--- src/rtl/defines.vh ---
// rtl/defines.vh - shared FIX protocol character constants and default value width
`ifndef FIX_DEFINES_VH
`define FIX_DEFINES_VH

`define FIX_SOH          8'h01
`define FIX_EQ           8'h3D
`define FIX_ASCII_ZERO   8'h30
`define VALUE_DATA_WIDTH 64

`endif

--- src/rtl/fix_field_serializer_pkg.sv ---
// rtl/fix_field_serializer_pkg.sv - shared limits and helpers for the FIX field serializer
package fix_field_serializer_pkg;

   localparam int TAG_MAX_BYTES = 4;

   function automatic logic [2:0] clamp_tag_size(input logic [4:0] size);
      return (size > 5'(TAG_MAX_BYTES)) ? 3'(TAG_MAX_BYTES) : size[2:0];
   endfunction

endpackage

--- src/rtl/fix_checksum_ascii.sv ---
// rtl/fix_checksum_ascii.sv - 8-bit binary to three zero-padded ASCII decimal digits
`include "defines.vh"

module fix_checksum_ascii (
   input  logic [7:0]  value,
   output logic [23:0] ascii
);

   logic [7:0] hundreds;
   logic [7:0] tens;
   logic [7:0] ones;

   always_comb begin
      hundreds = value / 8'd100;
      tens     = (value / 8'd10) % 8'd10;
      ones     = value % 8'd10;
      ascii    = {`FIX_ASCII_ZERO + hundreds, `FIX_ASCII_ZERO + tens, `FIX_ASCII_ZERO + ones};
   end

endmodule

--- src/rtl/fix_field_serializer.sv ---
// rtl/fix_field_serializer.sv - serializes tag=value<SOH> fields and the trailing checksum field
`include "defines.vh"

module fix_field_serializer
   import fix_field_serializer_pkg::*;
#(
   parameter int VALUE_WIDTH = `VALUE_DATA_WIDTH,
   parameter int SIZE        = 64
) (
   input  logic                   clk,
   input  logic                   rst,
   input  logic [31:0]            tag_i,
   input  logic                   tag_valid_i,
   input  logic [4:0]             t_size_i,
   input  logic                   checksum_i,
   input  logic [VALUE_WIDTH-1:0] val_i,
   input  logic                   val_valid_i,
   input  logic [SIZE-1:0]        v_size_i,
   output logic [7:0]             byte_o,
   output logic                   byte_valid_o,
   input  logic                   byte_ready_i,
   output logic                   done_o,
   output logic                   end_o,
   output logic [15:0]            msg_len_o,
   output logic                   proto_err_o
);

   localparam int MAXV = VALUE_WIDTH / 8;
   localparam int IDXW = (MAXV > 1) ? $clog2(MAXV) : 1;

   typedef enum logic [3:0] {
      S_IDLE, S_TAG, S_EQ, S_WAIT_VAL, S_VAL, S_SOH, S_CK2, S_CK1, S_CK0, S_CKSOH
   } state_t;

   state_t state, state_n;

   logic [31:0]            tag_r;
   logic [1:0]             tidx;
   logic                   ck_flag;
   logic [VALUE_WIDTH-1:0] val_r;
   logic [IDXW-1:0]        vidx;
   logic [7:0]             csum;
   logic [23:0]            ck_ascii;
   logic [2:0]             tsize_c;
   logic [SIZE-1:0]        vsize_c;
   logic [7:0]             tbyte;
   logic [7:0]             vbyte;
   logic                   emitting;
   logic                   xfer;

   assign tsize_c  = clamp_tag_size(t_size_i);
   assign vsize_c  = (v_size_i > SIZE'(MAXV)) ? SIZE'(MAXV) : v_size_i;
   assign emitting = (state != S_IDLE) && (state != S_WAIT_VAL);
   assign xfer     = emitting && byte_ready_i;
   assign tbyte    = tag_r[{tidx, 3'b000} +: 8];

   // Checksum bytes are never accumulated while ck_flag is set, so csum is already frozen here.
   fix_checksum_ascii u_ascii (
      .value (csum),
      .ascii (ck_ascii)
   );

   always_comb begin
      vbyte = 8'h00;
      for (int i = 0; i < MAXV; i++)
         if (vidx == IDXW'(i)) vbyte = val_r[i*8 +: 8];
   end

   always_comb begin
      state_n      = state;
      byte_o       = 8'h00;
      byte_valid_o = emitting;
      case (state)
         S_IDLE:     if (tag_valid_i) state_n = (tsize_c == 3'd0) ? S_EQ : S_TAG;
         S_TAG: begin
            byte_o = tbyte;
            if (byte_ready_i && tidx == 2'd0) state_n = S_EQ;
         end
         S_EQ: begin
            byte_o = `FIX_EQ;
            if (byte_ready_i) state_n = ck_flag ? S_CK2 : S_WAIT_VAL;
         end
         S_WAIT_VAL: if (val_valid_i) state_n = (vsize_c == '0) ? S_SOH : S_VAL;
         S_VAL: begin
            byte_o = vbyte;
            if (byte_ready_i && vidx == '0) state_n = S_SOH;
         end
         S_SOH: begin
            byte_o = `FIX_SOH;
            if (byte_ready_i) state_n = S_IDLE;
         end
         S_CK2: begin
            byte_o = ck_ascii[23:16];
            if (byte_ready_i) state_n = S_CK1;
         end
         S_CK1: begin
            byte_o = ck_ascii[15:8];
            if (byte_ready_i) state_n = S_CK0;
         end
         S_CK0: begin
            byte_o = ck_ascii[7:0];
            if (byte_ready_i) state_n = S_CKSOH;
         end
         S_CKSOH: begin
            byte_o = `FIX_SOH;
            if (byte_ready_i) state_n = S_IDLE;
         end
         default:    state_n = S_IDLE;
      endcase
   end

   always_ff @(posedge clk) begin
      if (rst) begin
         state       <= S_IDLE;
         tag_r       <= '0;
         tidx        <= '0;
         ck_flag     <= 1'b0;
         val_r       <= '0;
         vidx        <= '0;
         csum        <= '0;
         msg_len_o   <= '0;
         done_o      <= 1'b0;
         end_o       <= 1'b0;
         proto_err_o <= 1'b0;
      end else begin
         state  <= state_n;
         done_o <= xfer && ((state == S_EQ && !ck_flag) || state == S_SOH);
         end_o  <= xfer && (state == S_CKSOH);

         if (state == S_IDLE && tag_valid_i) begin
            tag_r   <= tag_i;
            tidx    <= 2'(tsize_c - 3'd1);
            ck_flag <= checksum_i;
         end else if (state == S_TAG && xfer) begin
            tidx <= tidx - 2'd1;
         end

         if (state == S_WAIT_VAL && val_valid_i) begin
            val_r <= val_i;
            vidx  <= IDXW'(vsize_c - SIZE'(1));
         end else if (state == S_VAL && xfer) begin
            vidx <= vidx - IDXW'(1);
         end

         if (xfer && state == S_CKSOH) begin
            csum      <= '0;
            msg_len_o <= '0;
         end else if (xfer) begin
            if (!ck_flag) csum <= csum + byte_o;
            if (msg_len_o != 16'hFFFF) msg_len_o <= msg_len_o + 16'd1;
         end

         if ((tag_valid_i && state != S_IDLE) || (val_valid_i && state != S_WAIT_VAL))
            proto_err_o <= 1'b1;
      end
   end

endmodule

--- config.mk ---
export PLATFORM = sky130hd
export DESIGN_NAME = fix_field_serializer
export DESIGN_NICKNAME = d
export VERILOG_FILES = /design/src/rtl/fix_field_serializer_pkg.sv /design/src/rtl/fix_checksum_ascii.sv /design/src/rtl/fix_field_serializer.sv
export VERILOG_INCLUDE_DIRS = /design/src /design/src/rtl
export SDC_FILE = /design/constraint.sdc
export NUM_CORES = 1
export LEC_CHECK = 0
export BUFFER_PORTS_ARGS = -buffer_cell sky130_fd_sc_hd__buf_2
export CAP_MARGIN = 20
export CORE_MARGIN = 8
export CORE_UTILIZATION = 24
export DETAILED_ROUTE_END_ITERATION = 10
export RECOVER_POWER = 25
export SYNTH_ARGS = -nofsm -noshare
export SYNTH_HDL_FRONTEND = slang
export SYNTH_HIERARCHICAL = 1
export SYNTH_SLANG_ARGS = --single-unit
--- constraint.sdc ---
create_clock -name clk -period 5.8 [get_ports clk]
set_clock_uncertainty 0.05 [all_clocks]
set_input_delay 0.29 -clock clk [delete_from_list [all_inputs] [get_ports clk]]
set_output_delay 0.29 -clock clk [all_outputs]
set_load 0.01 [all_outputs]
# [Yosys cells after proc, flatten, opt, wreduce, memory -nomap -nowiden]
# Cells that the tools add are included.
[totals] n_memories=0 elab_cells=112 regBits=133 latch_bits=0 rom_bits=0 out_inout_bits=28 mem_bits_rw=0
[classes] add_sub_neg=9 reduce_logical=29 order_cmp=2 mux=28 n_bitwise=1 shift=1 n_div=4 n_mul=0 n_eq_ne=27
[op_table] operator="$gt 64x4->1 const B" n=1
[op_table] operator="$logic_not 64->1" n=1
[op_table] operator="$mux 64" n=1
[op_table] operator="$mux 8" n=8
[op_table] operator="$pmux 8 s7" n=1
[op_table] operator="$mux 4" n=9
[op_table] operator="$pmux 4 s9" n=1
[op_table] operator="$shiftx 32x6->8" n=1
[op_table] operator="$add 6x8->8 const A" n=3
[op_table] operator="$add 16x1->16 const B" n=1
[op_table] operator="$eq 4x3->1 const B" n=4
[op_table] operator="$mod 8x4->8 const B" n=2
[op_table] operator="$ne 16x16->1 const B" n=1
[op_table] operator="$ne 2x2->1 const B" n=8
[op_table] operator="$logic_and 1x1->1" n=13
[op_table] operator="$eq 3x3->1 const B" n=4
[op_table] operator="$mux 3" n=4
[op_table] operator="$reduce_and 9->1" n=1
[op_table] operator="$add 8x8->8" n=1
[op_table] operator="$div 8x4->8 const B" n=1
[op_table] operator="$div 8x7->8 const B" n=1
[op_table] operator="$eq 4x2->1 const B" n=2
[op_table] operator="$eq 4x4->1 const B" n=2
[op_table] operator="$eq 3x2->1 const B" n=2
[op_table] operator="other kinds (19)" n=28

# [Longest topological paths before layout]
# Gate-level depths: netlist of the first run.
[logic_depth] ltp_word=11 depth_mapped=31

# [Modules after synthesis]
# Netlist of the first run, hierarchy kept.
[by_module_without_submodules] mod="fix_field_serializer" cells_each=923 n_inst=1 area_per_inst_um2=6812.8 seq_area_each_um2=2662.6
[by_module_without_submodules] mod="fix_checksum_ascii" cells_each=165 n_inst=1 area_per_inst_um2=1114.8 seq_area_each_um2=0.0

# [Worst setup path after synthesis of the first run]
# No wires, ideal clock.
[synth_path] path_kind="reg-to-reg" startpoint="register csum[7]" endpoint="register csum[7]" stages_incl_launch_ff=30 n_path_buf=2 required_ps=5683 arrival_time_ps=5247 setup_slack_ps=437 path_cell_list="dfxtp_1 > buf_4 > clkbuf_1 > o21ai_0 > a22oi_1 > ha_1 > nand2_1 > a2111o_1 > o21ai_4 > xnor2_1 > ha_1 > or3_1 > a21oi_2 > nor2_1 > mux2i_1 > ha_1 > inv_1 > nand2_1 > nand2_1 > o21ai_0 > o22ai_1 > a21oi_1 > nand3_1 > ha_1 > nor3_1 > nor2_1 > o41a_1 > and4_1 > or3_1 > a21oi_2"
[synth_between] elab_chain_len=5 word_cells_on_any_way=9 cone_classes="4 x add/sub; 4 x div; 1 x mux"
[synth_rtl] element="start, declared" line="fix_field_serializer.sv:42" source="logic [7:0] csum;"
[synth_rtl] element="start signal, assigned" line="fix_field_serializer.sv:149" source="if (!ck_flag) csum <= csum + byte_o;"
[synth_rtl] element="$div 8x4->8" line="fix_checksum_ascii.sv:15" source="tens = (value / 8'd10) % 8'd10;"
[synth_rtl] element="$mod 8x4->8" line="fix_checksum_ascii.sv:15"
[synth_rtl] element="$add 6x8->8 (no line)"
[synth_rtl] element="named net ck_ascii[13]" line="fix_field_serializer.sv:43" source="logic [23:0] ck_ascii;"
[synth_rtl] element="$pmux 8 s7" line="fix_field_serializer.sv:73" source="case (state)"
[synth_rtl] element="named net byte_o[5]" line="fix_field_serializer.sv:19" source="output logic [7:0] byte_o,"
[synth_rtl] element="$add 8x8->8" line="fix_field_serializer.sv:149"
# The timed path passes the listed nets, and every way through them passes these cells.
# A chain may end at the register's enable or synchronous reset.

# [Worst setup path after layout of the first run]
[layout_path] startpoint="register csum[4]" endpoint="register csum[7]"
[layout_between] elab_chain_len=5 word_cells_on_any_way=9 cone_classes="4 x add/sub; 4 x div; 1 x mux"
[layout_rtl] element="$div 8x4->8" line="fix_checksum_ascii.sv:15"
[layout_rtl] element="$mod 8x4->8" line="fix_checksum_ascii.sv:15"
[layout_rtl] element="$add 6x8->8 (no line)"
[layout_rtl] element="named net ck_ascii[13]" line="fix_field_serializer.sv:43"
[layout_rtl] element="$pmux 8 s7" line="fix_field_serializer.sv:73"
[layout_rtl] element="$add 8x8->8" line="fix_field_serializer.sv:149"
# The timed path passes the listed nets, and every way through them passes these cells.

==> results of run 1 <==
## repair_timing
action,4_1_cts,5_1_grt
endpoints found under the hold margin,0,0
setup endpoints to repair,0,1
gates resized for setup,0,2
## final timing paths
| check | end | slack (ps) | start |
|---|---|---|---|
| setup reg to reg | csum[7] | 420 | csum[4] |
| hold reg to reg | tag_r[1] | 400 | tag_r[1] |
| hold / removal | tag_r[22] | 60 | tag_i[22] |
| setup / recovery | csum[7] | 420 | csum[4] |
## worst max-delay path: cells and delay by family, from the launching register on
kind | cells | cell delay [ps]
AO/OA/AOI/OAI | 10 | 1680
XOR/XNOR | 1 | 120
adder cells (fa/ha/maj) | 4 | 1040
buffers and inverters | 2 | 150
flip-flops | 1 | 520
multiplexers | 1 | 130
AND/OR/NAND/NOR | 11 | 1590
## report_power, final
part | switching, mW | internal [mW] | total, mW
Sequential | 0.141 | 1.01 | 1.15
Clock | 0.399 | 0.709 | 1.11
Combinational | 0.599 | 0.403 | 1.00
Total | 1.14 | 2.12 | 3.26
## layer usage
metal | wire [um] | track usage | vias up
met5 | 26 | 0 | -
met2 | 12800 | 0.223 | 245
met1 | 12100 | 0.171 | 3734
met4 | 428 | 0.0420 | 4
li1 | - | - | 4079
met3 | 1250 | 0.0294 | 24
## through the flow
| step | hold slack, ps | TNS (ps) |
|---|---|---|
| 5_1_grt | 40.4 | -5.41 |
| 3_5_place_dp | 394 | 0 |
| 2_1_floorplan | 349 | 0 |
| 6_report | 59.7 | 0 |
| 3_3_place_gp | 391 | 0 |
| 4_1_cts | 37.5 | 0 |
## layout by cell type, fill, tap and decap left out, drive strengths merged, types with 3 or more instances in the layout
cell      netlist  routed
nand2         283     283
buf            32     194
a21oi         159     159
dfxtp         133     133
nor2           61      61
o21ai          55      55
clkbuf         51      41
inv            27      28
nand3          26      26
ha             21      21
nor4           19      19
xnor2          14      14
mux2i          13      13
or3            13      13
nand3b         12      12
xor2           12      12
nor3           11      11
and3           11      11
nand4          10      10
o211ai         10      10
conb            2      10
nor2b           9       9
nand2b          8       8
mux4            7       7
a31oi           6       6
nor3b           6       6
and4            6       6
a311oi          5       5
o22ai           5       5
clkinvlp        0       5
o221ai          5       5
a221oi          5       5
a22oi           5       5
nor4b           4       4
and2            4       4
a21o            3       3
o21a            3       3
bufinv          0       3
clkinv          1       3
## flip-flops by register name, summed over array words and instances, names as in the netlist
name / count
state: 4
end_o: 1
csum: 8
msg_len_o: 16
vidx: 3
ck_flag: 1
proto_err_o: 1
done_o: 1
val_r: 64
tidx: 2
tag_r: 32
## synth_stat cells (all sizes together) (6+ instances only)
cell	instances
nand2	283
a21oi	159
dfxtp	133
nor2	61
o21ai	55
clkbuf	51
buf	32
inv	27
nand3	26
ha	21
nor4	19
xnor2	14
mux2i	13
or3	13
nand3b	12
xor2	12
and3	11
nor3	11
nand4	10
o211ai	10
nor2b	9
nand2b	8
mux4	7
a31oi	6
and4	6
nor3b	6
## logic make-up after synthesis
| logic type | Yosys count | synth area share |
|---|---|---|
| adders and majority gates | 22 | 0.0357 |
| and+or+nand+nor | 493 | 0.289 |
| muxes | 20 | 0.0363 |
| xor gates and xnor gates | 26 | 0.0287 |
| DFF | 133 | 0.336 |
| buffers and inverters | 111 | 0.0630 |
| AOI/OAI and AO/OA | 281 | 0.211 |
| other | 2 | 0.000947 |
## layout make-up
type | count | area [sq um]
Fill cell | 3603 | 22700
Multi-Input combinational cell | 852 | 4800
Sequential cell | 133 | 2660
Timing Repair Buffer | 215 | 1110
Tap cell | 442 | 553
Clock buffer | 20 | 467
Clock inverter | 11 | 150
Inverter | 28 | 105
Antenna cell | 1 | 2.50
==> flow_metrics.py, run 1 <==
metrics = {
    "worst_setup_path": {
        "cpPeakStageDelay_ps": 520,
        "critical-path-top-cell-by-count": "sky130_fd_sc_hd__ha_1",
        "worstSetupStartpointType": "flip-flop",
        "timing.critical_path.required_ps": 6070,
        "cpMaxStageDelayCell": "sky130_fd_sc_hd__dfxtp_1",
        "worst_r2r_path_depth": 29,
        "crit_path_end_kind": "flip-flop",
        "timing.critical_path.arrival_ps": 5650,
        "critical_path.max_fanout": 10,
        "setup.worst_path.class": "flip-flop to flip-flop",
    },
    "cts": {
        "maximum_buffer_depth_of_the_clock_tree": 2,
        "cts_tree": "done",
        "cts_made_buffers": 17,
        "post_cts_repair_timing_setup_buffer_count": 0,
        "cts.sink_count": 133,
        "insertion_delay_ps": 420,
        "clk_transition_reported_paths_ps": 60,
        "ctsHtreeMaxLevel": 4,
        "cts-root-buf": "sky130_fd_sc_hd__clkbuf_16",
        "ctsHoldBuffers": 0,
    },
    "logic_synthesis": {
        "synth_top_flop_cell": "sky130_fd_sc_hd__dfxtp_1",
        "synth_largest_type_area_fraction": 0.336,
        "postSynth.asyncResetShare": 0,
        "post_synthesis_instance_area_sq_um": 7930,
        "synth_enable_flop_cells": 0,
        "number_of_synthesized_register_bits": 133,
        "syn_inst": 1088,
        "synth_largest_area_cell": "sky130_fd_sc_hd__dfxtp_1",
        "cells_taking_the_most_area_after_synthesis": "sky130_fd_sc_hd__dfxtp_1 (34%), sky130_fd_sc_hd__nand2_1 (13%), sky130_fd_sc_hd__a21oi_1 (9.8%)",
        "synth_cell_types": 79,
        "ys_warn_count": 6,
        "postSynthAreaPerCell_sq_um": 7.29,
        "ys_seq_area_frac": 0.336,
    },
    "cells_and_area": {
        "finish.cell_count_without_fillers": 1702,
        "drive_gt1_frac": 0.204,
        "synthesis_to_layout_area_growth_pct": 24.3,
        "finalInstanceArea_sq_um": 9850,
        "design.final.nets": 1440,
        "fin_util": 0.303,
    },
    "power": {
        "leakage_nw": 3.71,
        "worst_ir_drop_vdd_v": 0.000156,
        "powerDensity_nw_per_um2": 331,
        "report.power.total_mw": 3.26,
    },
    "timing": {
        "fin_ws_ps": 420,
        "hold_violations": 0,
        "period_share": 0.928,
        "final_max_slew_viol_count": 69,
        "fmax_mhz": 186,
        "final_worst_path_period_need_ps": 5380,
        "timing_worst_slew_pin_value_ps": 3050,
        "report.final.setup_viol": 0,
        "max-slew-margin-rel": -1.03,
    },
    "detailed_routing": {
        "drc": 0,
        "drtIter0Drc": 551,
        "finalWirelength_um": 26600,
        "remaining_antenna_violation_count_after_routing": 0,
        "via_count": 8086,
        "average_detailed_routed_wire_length_per_instance_um": 15.6,
        "routed_via_density": 4.75,
        "drt-pass1-iter-count": 6,
    },
    "die": {
        "core.rowCount": 66,
        "floorplan.initialDensity": 0.244,
        "fp.coreArea_sq_um": 32500,
        "ios": 199,
        "fp.dieArea_sq_um": 39100,
        "dieWidth_um": 198,
        "dieHeight_um": 198,
    },
    "placed_design": {
        "io_buffers": 198,
        "detailedPlace.worstSlack_ps": 402,
        "place.detailed.instances": 1669,
        "placement.cell_area_sq_um": 9230,
        "gp_congestion": 0.877,
        "detailedPlacementHpwl_um": 20600,
    },
    "grt": {
        "grt_max_degree": 83,
        "globalRoute.totalOverflow": 0,
        "groute.usage.overall": 0.134,
        "grt_pass1_vias": 7995,
        "grt_antenna_before_repair": 3,
        "grt_first_pass_wirelength_um": 41900,
    },
    "job": {
        "timing.max_cap.violations": 1,
    },
    "min_path": {
        "hold_path.class": "primary input to flip-flop",
        "hold_depth": 3,
    },
    "status": {
        "violated_checks": "max-capacitance violations, max-slew violations",
        "status": "complete, but fails checks",
    },
}
No activity file was read; power rests on OpenSTA's default activity.
==> inputs of run 2 (changes only) <==
- CORE_UTILIZATION: 24 -> 45
- PLACE_DENSITY: unset -> 0.69
==> run 2 against run 1 <==
Cell area down 3.7%. Sequential share of layout area rose by 1.0 points. Highest routed layer unchanged. Sequential power about the same. Cell count fell by 13%. Critical endpoint unchanged. Count of clock-buffer cells in the layout increased by 4. Combinational power is essentially flat. The run still ends with max-capacitance violations, max-slew violations left. Wire length down 8.1%. Worst hold slack worse by 5.5 ps. Clock power decreased by 8%. Critical path depth is the same. First-iteration DRC count is 6.7% higher. Maximum frequency down 1.6%.
==> flow_metrics.py, run 2 (same netlist as run 1, synthesis figures left out) <==
metrics = {
    "status": {
        "status": "complete, but fails checks",
        "violated_checks": "max-capacitance violations, max-slew violations",
    },
    "grt": {
        "grt_max_degree": 72,
        "grt_antenna_before_repair": 1,
        "globalRoute.totalOverflow": 0,
        "groute.usage.overall": 0.219,
        "grt_first_pass_wirelength_um": 39100,
        "grt_pass1_vias": 7894,
    },
    "power": {
        "switchingPower_mw": 1.12,
        "report.power.total_mw": 3.15,
        "power.share.sequential": 0.367,
        "leakage_nw": 3.67,
        "power.switching_fraction": 0.356,
        "combinationalPowerShare": 0.310,
        "p_int_mw": 2.03,
        "power_frac_clock": 0.323,
        "worst_ir_drop_vdd_v": 0.000252,
        "powerDensity_nw_per_um2": 332,
    },
    "cells_and_area": {
        "design.final.nets": 1436,
        "reg.largest.list": "val_r: 64 flops, tag_r: 32 flops, msg_len_o: 16 flops",
        "finalInstanceArea_sq_um": 9490,
        "drive_gt1_frac": 0.200,
        "final_cell_mix": "sky130_fd_sc_hd__nand2_1 (282), sky130_fd_sc_hd__buf_2 (178), sky130_fd_sc_hd__a21oi_1 (156)",
        "final_common_cell": "sky130_fd_sc_hd__nand2_1",
        "fin_util": 0.550,
        "synthesis_to_layout_area_growth_pct": 19.7,
        "largest-register": "val_r",
        "largest_register_ffs": 64,
    },
    "worst_setup_path": {
        "timing.critical_path.arrival_ps": 5750,
        "crit_path_end_kind": "flip-flop",
        "timing.reg2reg.setup_slack_ps": 330,
        "r2r_end": "csum[7]",
        "cpPeakStageDelay_ps": 390,
        "cpMaxStageDelayCell": "sky130_fd_sc_hd__or3_1",
        "worst_r2r_path_depth": 29,
        "critical_path.max_fanout": 15,
        "r2r_path_start": "csum[6]",
        "setup.worst_path.class": "flip-flop to flip-flop",
        "timing.critical_path.required_ps": 6080,
        "critical-path-top-cell-by-count": "sky130_fd_sc_hd__ha_1",
        "worstSetupStartpointType": "flip-flop",
    },
    "job": {
        "timing.max_cap.violations": 1,
    },
    "die": {
        "dieHeight_um": 149,
        "fp.coreArea_sq_um": 17200,
        "core.rowCount": 48,
        "fp.dieArea_sq_um": 22100,
        "floorplan.initialDensity": 0.460,
        "dieWidth_um": 149,
        "ios": 199,
    },
    "min_path": {
        "hold_depth": 3,
        "min_to": "val_r[13]",
        "hold_path.class": "primary input to flip-flop",
        "worst_hold_startpoint": "val_i[13]",
    },
    "placed_design": {
        "detailedPlacementHpwl_um": 18200,
        "placement.cell_area_sq_um": 8930,
        "io_buffers": 198,
        "gp_congestion": 0.889,
    },
    "timing": {
        "period_share": 0.943,
        "final_max_slew_viol_count": 38,
        "timing_worst_slew_pin_value_ps": 1520,
        "final_worst_path_period_need_ps": 5470,
        "worst_hold_slack_ps": 54.2,
        "fin_setup_tns_ps": 0,
        "report.final.setup_viol": 0,
        "hold_violations": 0,
        "max-slew-margin-rel": -0.0121,
        "grt_setup_unrepaired": "no",
        "fmax_mhz": 183,
    },
    "detailed_routing": {
        "drc": 0,
        "route.met2.wl_um": 11600,
        "routed_via_density": 5.46,
        "finalWirelength_um": 24500,
        "remaining_antenna_violation_count_after_routing": 0,
        "met3_length_um": 1640,
        "top_signal_layer_used": "met5",
        "drtIter0Drc": 588,
        "average_detailed_routed_wire_length_per_instance_um": 16.5,
        "drt-pass1-iter-count": 5,
        "detail_route.wirelength.met1_um": 10700,
        "via_count": 8098,
    },
    "cts": {
        "ctsHoldBuffers": 0,
        "cts.sink_count": 133,
        "ctsHtreeMaxLevel": 4,
        "cts_tree": "done",
        "cts-root-buf": "sky130_fd_sc_hd__clkbuf_16",
        "insertion_delay_ps": 420,
        "maximum_buffer_depth_of_the_clock_tree": 2,
        "clk_transition_reported_paths_ps": 60,
        "cts_made_buffers": 17,
    },
}
[run 2: changes by cell type in the layout (fill, tap and decap cells not counted)]
cell / previous run / this run
sky130_fd_sc_hd__clkinv_2: 1 / 4
sky130_fd_sc_hd__clkbuf_1: 21 / 24
sky130_fd_sc_hd__a22oi_1: 4 / 5
sky130_fd_sc_hd__clkinvlp_4: 5 / 2
sky130_fd_sc_hd__and4bb_2: 0 / 1
sky130_fd_sc_hd__clkinv_4: 1 / 0
sky130_fd_sc_hd__buf_4: 15 / 12
sky130_fd_sc_hd__and4bb_1: 1 / 0
sky130_fd_sc_hd__bufinv_16: 3 / 1
sky130_fd_sc_hd__a22oi_2: 1 / 0
[run 2: stage by stage]
step,std cells,worst slack (ps)
CTS,1480,203
floorplan,1096,437
global route,1481,8.23
detailed placement,1448,233
global placement,1448,337
finish,1482,332
[run 2: worst max path at each step]
stage,from,end
floorplan,csum[7],csum[7]
global placement,csum[7],csum[7]
detailed placement,csum[7],csum[7]
CTS,csum[7],csum[7]
global route,csum[6],csum[7]
finish,csum[6],csum[7]
[run 2: area by class of cell]
cell class,instances,area [sq um]
diodes,1,2.50
clock buffers,24,482
clock inverters,8,73.8
fillers,1695,7750
inverters,28,105
multi-input cells,852,4790
flip-flops and latches,133,2660
well taps,225,282
repair buffers,211,1080
[run 2: metal layers]
metal | vias up | track usage
li1 | 4079 | -
met4 | 2 | 0.0757
met2 | 268 | 0.365
met5 | - | 0
met3 | 35 | 0.0552
met1 | 3714 | 0.269
[run 2: timing repair]
item,4_1_cts,5_1_grt
resized for setup,0,1
setup endpoints to repair,0,1
setup buffers,0,0
[run 2: power groups by stage]
stage | logic, mW | clock network, mW | registers [mW]
5_1_grt | 1.08 | 1.07 | 1.18
2_1_floorplan | 0.762 | 0 | 1.08
3_5_place_dp | 0.954 | 0 | 1.17
4_1_cts | 0.959 | 1.03 | 1.15
3_3_place_gp | 0.947 | 0 | 1.17
6_report | 0.975 | 1.02 | 1.16
[run 2: worst max-delay path, delay by kind of cell, from the launching register on]
| family | cells | cell delay, ps |
|---|---|---|
| and+or+nand+nor | 10 | 1560 |
| DFF | 1 | 380 |
| adders and majority gates | 4 | 1050 |
| xor gates and xnor gates | 1 | 120 |
| muxes | 1 | 120 |
| buffers and inverters | 3 | 370 |
| AOI/OAI and AO/OA | 10 | 1750 |
